## src/rtl/sram_ctrl_pkg.sv

```systemverilog
// Shared types and constants for the MEM-stage SRAM controller.
package sram_ctrl_pkg;

  localparam int unsigned SRAM_ADDR_W    = 18;
  localparam int unsigned SRAM_DATA_W    = 16;
  localparam int unsigned WORD_W         = 32;
  localparam int unsigned INDEX_W        = SRAM_ADDR_W - 1;
  localparam int unsigned CNT_W          = 4;
  localparam int unsigned DATA_BASE_ADDR = 1024;

  typedef enum logic [1:0] {
    IDLE = 2'd0,
    LO   = 2'd1,
    HI   = 2'd2,
    DONE = 2'd3
  } state_e;

  // Request captured from the memory stage when an access starts.
  typedef struct packed {
    logic              wr;
    logic [WORD_W-1:0] addr;
    logic [WORD_W-1:0] wdata;
  } req_t;

endpackage

```

## src/rtl/sram_controller_if.sv

```systemverilog
// Memory-stage request/response bus between the pipeline and the SRAM controller.
interface sram_controller_if;
  import sram_ctrl_pkg::*;

  logic              rd_en;
  logic              wr_en;
  logic [WORD_W-1:0] address;
  logic [WORD_W-1:0] write_data;
  logic [WORD_W-1:0] read_data;
  logic              ready;

  modport master (
    output rd_en, wr_en, address, write_data,
    input  read_data, ready
  );

  modport slave (
    input  rd_en, wr_en, address, write_data,
    output read_data, ready
  );

endinterface

```

## src/rtl/sram_controller.sv

```systemverilog
// Splits one 32-bit MEM-stage access into two half-word accesses on a
// 16-bit asynchronous SRAM, each held for WAIT_CYCLES cycles.
module sram_controller
  import sram_ctrl_pkg::*;
#(
  parameter int unsigned BASE_ADDR   = DATA_BASE_ADDR,
  parameter int unsigned WAIT_CYCLES = 2
) (
  input  logic                   clk,
  input  logic                   rst,
  sram_controller_if.slave       mem_if,
  output logic [SRAM_ADDR_W-1:0] sram_addr,
  output logic [SRAM_DATA_W-1:0] sram_dq_out,
  output logic                   sram_dq_oe,
  input  logic [SRAM_DATA_W-1:0] sram_dq_in,
  output logic                   sram_we_n
);

  localparam logic [CNT_W-1:0] CNT_LAST = CNT_W'(WAIT_CYCLES - 1);

  state_e                 state_q, state_d;
  logic [CNT_W-1:0]       cnt_q, cnt_d;
  req_t                   req_q, req_d;
  logic [WORD_W-1:0]      rdata_q, rdata_d;
  logic [SRAM_ADDR_W-1:0] addr_d;
  logic [SRAM_DATA_W-1:0] dq_out_d;
  logic                   oe_d;
  logic                   we_n_d;
  logic [INDEX_W-1:0]     index_d;

  assign mem_if.read_data = rdata_q;

  // Combinational handshake so the pipeline freezes in the cycle a request appears.
  assign mem_if.ready = ((state_q == IDLE) && !mem_if.rd_en && !mem_if.wr_en) ||
                        (state_q == DONE);

  // State register, request latch, load data and registered SRAM pins.
  always_ff @(posedge clk or negedge rst) begin
    if (!rst) begin
      state_q     <= IDLE;
      cnt_q       <= '0;
      req_q       <= '0;
      rdata_q     <= '0;
      sram_addr   <= '0;
      sram_dq_out <= '0;
      sram_dq_oe  <= 1'b0;
      sram_we_n   <= 1'b1;
    end else begin
      state_q     <= state_d;
      cnt_q       <= cnt_d;
      req_q       <= req_d;
      rdata_q     <= rdata_d;
      sram_addr   <= addr_d;
      sram_dq_out <= dq_out_d;
      sram_dq_oe  <= oe_d;
      sram_we_n   <= we_n_d;
    end
  end

  // Next state, wait counter, read sampling, and pin values for the coming cycle.
  always_comb begin
    state_d  = state_q;
    cnt_d    = cnt_q;
    req_d    = req_q;
    rdata_d  = rdata_q;
    addr_d   = sram_addr;
    dq_out_d = '0;
    oe_d     = 1'b0;
    we_n_d   = 1'b1;
    index_d  = '0;

    unique case (state_q)
      IDLE: begin
        if (mem_if.wr_en || mem_if.rd_en) begin
          // A simultaneous read and write is treated as a write.
          req_d   = '{wr: mem_if.wr_en, addr: mem_if.address, wdata: mem_if.write_data};
          cnt_d   = '0;
          state_d = LO;
        end
      end
      LO: begin
        if (cnt_q == CNT_LAST) begin
          if (!req_q.wr) rdata_d[15:0] = sram_dq_in;
          cnt_d   = '0;
          state_d = HI;
        end else begin
          cnt_d = cnt_q + CNT_W'(1);
        end
      end
      HI: begin
        if (cnt_q == CNT_LAST) begin
          if (!req_q.wr) rdata_d[31:16] = sram_dq_in;
          cnt_d   = '0;
          state_d = DONE;
        end else begin
          cnt_d = cnt_q + CNT_W'(1);
        end
      end
      // The request still visible here is the one just finished; never restart from DONE.
      DONE:    state_d = IDLE;
      default: state_d = IDLE;
    endcase

    // Pins are registered, so they are derived from where the FSM is heading.
    if ((state_d == LO) || (state_d == HI)) begin
      index_d = INDEX_W'((req_d.addr - WORD_W'(BASE_ADDR)) >> 2);
      addr_d  = {index_d, (state_d == HI)};
      if (req_d.wr) begin
        oe_d     = 1'b1;
        we_n_d   = 1'b0;
        dq_out_d = (state_d == HI) ? req_d.wdata[31:16] : req_d.wdata[15:0];
      end
    end
  end

endmodule

```

## src/flat_wrapper.sv

```systemverilog
// flat-port wrapper written by rule: the top's interface ports become plain ports
module sram_controller_flat import sram_ctrl_pkg::*;
#(
  parameter int unsigned BASE_ADDR   = DATA_BASE_ADDR,
  parameter int unsigned WAIT_CYCLES = 2
)
  (clk, rst, sram_addr, sram_dq_out, sram_dq_oe, sram_dq_in, sram_we_n, mem_if_rd_en, mem_if_wr_en, mem_if_address, mem_if_write_data, mem_if_read_data, mem_if_ready);
  sram_controller_if mem_if_i ();
  input  logic clk;
  input  logic rst;
  output logic [SRAM_ADDR_W-1:0] sram_addr;
  output logic [SRAM_DATA_W-1:0] sram_dq_out;
  output logic sram_dq_oe;
  input  logic [SRAM_DATA_W-1:0] sram_dq_in;
  output logic sram_we_n;
  input wire logic [$bits(mem_if_i.rd_en)-1:0] mem_if_rd_en;
  input wire logic [$bits(mem_if_i.wr_en)-1:0] mem_if_wr_en;
  input wire logic [$bits(mem_if_i.address)-1:0] mem_if_address;
  input wire logic [$bits(mem_if_i.write_data)-1:0] mem_if_write_data;
  output wire logic [$bits(mem_if_i.read_data)-1:0] mem_if_read_data;
  output wire logic [$bits(mem_if_i.ready)-1:0] mem_if_ready;
  assign mem_if_i.rd_en = mem_if_rd_en;
  assign mem_if_i.wr_en = mem_if_wr_en;
  assign mem_if_i.address = mem_if_address;
  assign mem_if_i.write_data = mem_if_write_data;
  assign mem_if_read_data = mem_if_i.read_data;
  assign mem_if_ready = mem_if_i.ready;
  sram_controller #(.BASE_ADDR(BASE_ADDR), .WAIT_CYCLES(WAIT_CYCLES)) u_core (.clk(clk), .rst(rst), .mem_if(mem_if_i), .sram_addr(sram_addr), .sram_dq_out(sram_dq_out), .sram_dq_oe(sram_dq_oe), .sram_dq_in(sram_dq_in), .sram_we_n(sram_we_n));
endmodule
```

## config.mk

```make
export PLATFORM = sky130hd
export DESIGN_NAME = sram_controller_flat
export DESIGN_NICKNAME = d
export VERILOG_FILES = /design/src/rtl/sram_ctrl_pkg.sv /design/src/rtl/sram_controller_if.sv /design/src/rtl/sram_controller.sv /design/src/flat_wrapper.sv
export SDC_FILE = /design/constraint.sdc
export NUM_CORES = 1
export LEC_CHECK = 0
export ABC_AREA = 1
export CORE_MARGIN = 8
export CORE_UTILIZATION = 42
export CTS_BUF_LIST = sky130_fd_sc_hd__clkbuf_16
export CTS_CLUSTER_SIZE = 24
export DETAILED_ROUTE_END_ITERATION = 7
export PLACE_DENSITY = 0.86
export SLEW_MARGIN = 10
export SYNTH_ARGS = -nofsm -noshare
export SYNTH_HDL_FRONTEND = slang
export SYNTH_SLANG_ARGS = --single-unit
```

## constraint.sdc

```tcl
create_clock -name clk -period 2.2 [get_ports clk]
set_clock_uncertainty 0.2 [all_clocks]
set_input_delay 0.22 -clock clk [delete_from_list [all_inputs] [get_ports clk]]
set_output_delay 0.22 -clock clk [all_outputs]
set_load 0.02 [all_outputs]
```

==> flow_summary.yaml <==
detailed_routing:
  vias_per_cell: 4.88
  drc: 0
  drtIter0Drc: 294
  antenna_left: 0
  wirelength_mm: 14.0
  routed-via-count: 4391
  detail_route.first_pass.iterations: 5
  wl_per_cell_um: 15.6
sta:
  maxSlewHeadroom_pct: 63.1
  tightest_slew_ns: 0.553
  setup_slack_ns: -0.0316
  setup_tns_ns: -0.103
  setup_viol: 4
  holdWs_ns: 0.148
  rsz0062_at_grt: "yes"
  fin_crit_ns: 2.23
  report.final.hold_viol_count: 0
  fmax_mhz: 448
  final_max_slew_viol_count: 0
  period_share_pct: 101
grt:
  grt_max_degree: 43
  grt_pass1_wl_mm: 22.5
  antenna_found_initial: 0
  track_usage_pct: 17.8
  grt_overflow: 0
  use_met2_pct: 28.6
  grt_most_used_layer: "met2"
  met3_usage_pct: 5.70
  grt_pass1_vias: 4459
  globalRouteMet1Util_pct: 21.6
clock_network:
  clk_pin_slew_worst_paths_ns: 0.05
  cts_buffers: 17
  htree_levels: 4
  clock_sinks: 124
  clockRootBuffer: "clkbuf_16"
  cts_buffer_depth: 2
  cts_tree: "built"
  clk_latency_ns: 0.40
status:
  status: "complete, but fails checks"
  violations: "setup timing"
layout:
  multi_input_area_um2: 1880
  layout_common_cells: "nand2_1, clkdlybuf4s50_1, dfrtp_1"
  finalNetCount: 832
  num-fill-cells: 894
  final-seq-area_um2: 3100
  n_antenna_cell: 0
  area_delta_synth_final_pct: 54.5
  post-route-cell-area_um2: 7830
  final_layout_size_suffix_gt1_share_pct: 18.2
  final_common_cell: "nand2_1"
worst_setup_path:
  endpoint_kind: "flop"
  arrival_ns: 2.35
  worstReg2RegStart: "u_core.cnt_q[0]$_DFFE_PN0P_"
  worstSetupPathType: "flop to flop"
  setup.worst_path.start: "u_core.cnt_q[0]$_DFFE_PN0P_"
  cp-start-kind: "flop"
  required_ns: 2.32
  r2r_cells: 11
  crit_path_max_fanout: 8
placed_design:
  place.gp.congestion: 0.777
  dp_slack_ns: -0.388
  post_dp_cell_area_um2: 6890
  hpwl_mm: 9.40
  port_buffers: 137
synth:
  synth_cells: 553
  synth_area_um2: 5070
  ys_types: 28
  synth_warnings: 0
  ys_ff_latch: 124
  ys_seq_area_share_pct: 61.2
  synth_area_per_cell_um2: 9.17
  syn-num-nets: 646
floorplan:
  start_util_pct: 42.6
  num_rows: 40
  dieHeight_um: 126
  die_w_um: 126
  io_pins: 153
  die-area_um2: 15800
  core_um2: 11900
power:
  irDropWorstVdd_mv: 0.950
  powerDensity_nw_per_um2: 1820
  leakagePower_uw: 0.00380
worst_hold_path:
  hold_path.class: "primary input to asynchronous set/reset pin"
job:
  cap_violations: 0
-- where the power goes --
part	total, uW	switching (uW)	internal (uW)
clock network	2740	977	1760
registers	3860	437	3430
logic	7680	4400	3280
total	14300	5820	8460
-- critical path, cell delays in order, from the launching register on --
cell and delay (ns):
dfrtp_1 0.41, ha_4 0.18, nand2_4 0.07, nor2_4 0.05, buf_6 0.13, o311ai_4 0.26
ha_4 0.27, inv_6 0.07, nand2_8 0.07, clkinvlp_4 0.21, o21ai_1 0.09, a31oi_1 0.14
-- cells by family after synthesis --
kind of cell | after synthesis | share of synthesized area (%)
DFF | 124 | 61.2
adders and majority gates | 9 | 2.22
buffers and inverters | 77 | 6.17
xor gates and xnor gates | 2 | 0.346
AOI/OAI and AO/OA | 92 | 10.1
and+or+nand+nor | 248 | 19.7
muxes | 1 | 0.197
-- layer usage --
layer | vias up | wire [um]
li1 | 2121 | -
met1 | 2113 | 6010
met2 | 141 | 6920
met3 | 16 | 822
met4 | 0 | 256
met5 | - | 0
-- cell usage after synthesis, drive strengths merged --
master / count / share of area [%]
nor3: 1 / 0.099
mux2i: 1 / 0.20
clkbuf: 11 / 0.81
a31oi: 26 / 3.2
o22ai: 3 / 0.37
dfstp: 1 / 0.52
nand2: 210 / 16
xnor2: 1 / 0.17
nor2: 21 / 2.2
clkinv: 1 / 0.074
nand3: 12 / 1.2
a21oi: 5 / 0.49
inv: 54 / 4.0
ha: 9 / 2.2
or2: 2 / 0.25
o311ai: 1 / 0.17
buf: 11 / 1.3
xor2: 1 / 0.17
o21ai: 56 / 5.7
o21bai: 1 / 0.15
dfrtp: 123 / 61
nand3b: 2 / 0.30
-- registers in the layout (all words and copies together) (netlist names) --
register / cells
u_core.sram_dq_oe: 1
u_core.mem_if.read_data: 32
u_core.sram_dq_out: 16
u_core.sram_we_n: 1
u_core.state_q: 2
u_core.sram_addr: 18
u_core.cnt_q: 4
u_core.req_q: 50
-- timing repair --
item / 4_1_cts / 5_1_grt
resized for setup: 36 / 45
setup endpoints to repair: 33 / 34
endpoints found under the hold margin: 38 / 0
hold buffers: 1 / 0
pin swaps: 6 / 9
gates cloned: 2 / 1
buffers inserted: 4 / 5
-- per-stage QoR --
step	std cells	total power (uW)	utilization (%)
finish	899	14300	65.8
global route	899	15300	65.8
CTS	893	13600	63.8
detailed placement	855	10400	57.8
global placement	855	10200	57.8
floorplan	553	7650	-
-- final timing paths --
check,end,slack (ns)
max reg2reg,u_core.sram_dq_out[0]$_DFF_PN0_,-0.03
min reg2reg,u_core.req_q[36]$_DFF_PN0_,0.27
min in group clk,u_core.req_q[35]$_DFF_PN0_,0.17
max,u_core.sram_dq_out[0]$_DFF_PN0_,-0.03
max in group asynchronous,u_core.sram_we_n$_DFF_PN1_,1.00
min,u_core.req_q[18]$_DFF_PN0_,0.15
-- final cells by class --
cell class              count  area share, %
inverters                  55           2.73
multi-input cells         352           24.0
clock buffers              17           5.43
repair buffers            187           23.7
repair inverters            2          0.192
clock inverters            15           2.00
well taps                 147           2.35
flip-flops and latches    124           39.6
No activity file was read; power rests on OpenSTA's default activity.
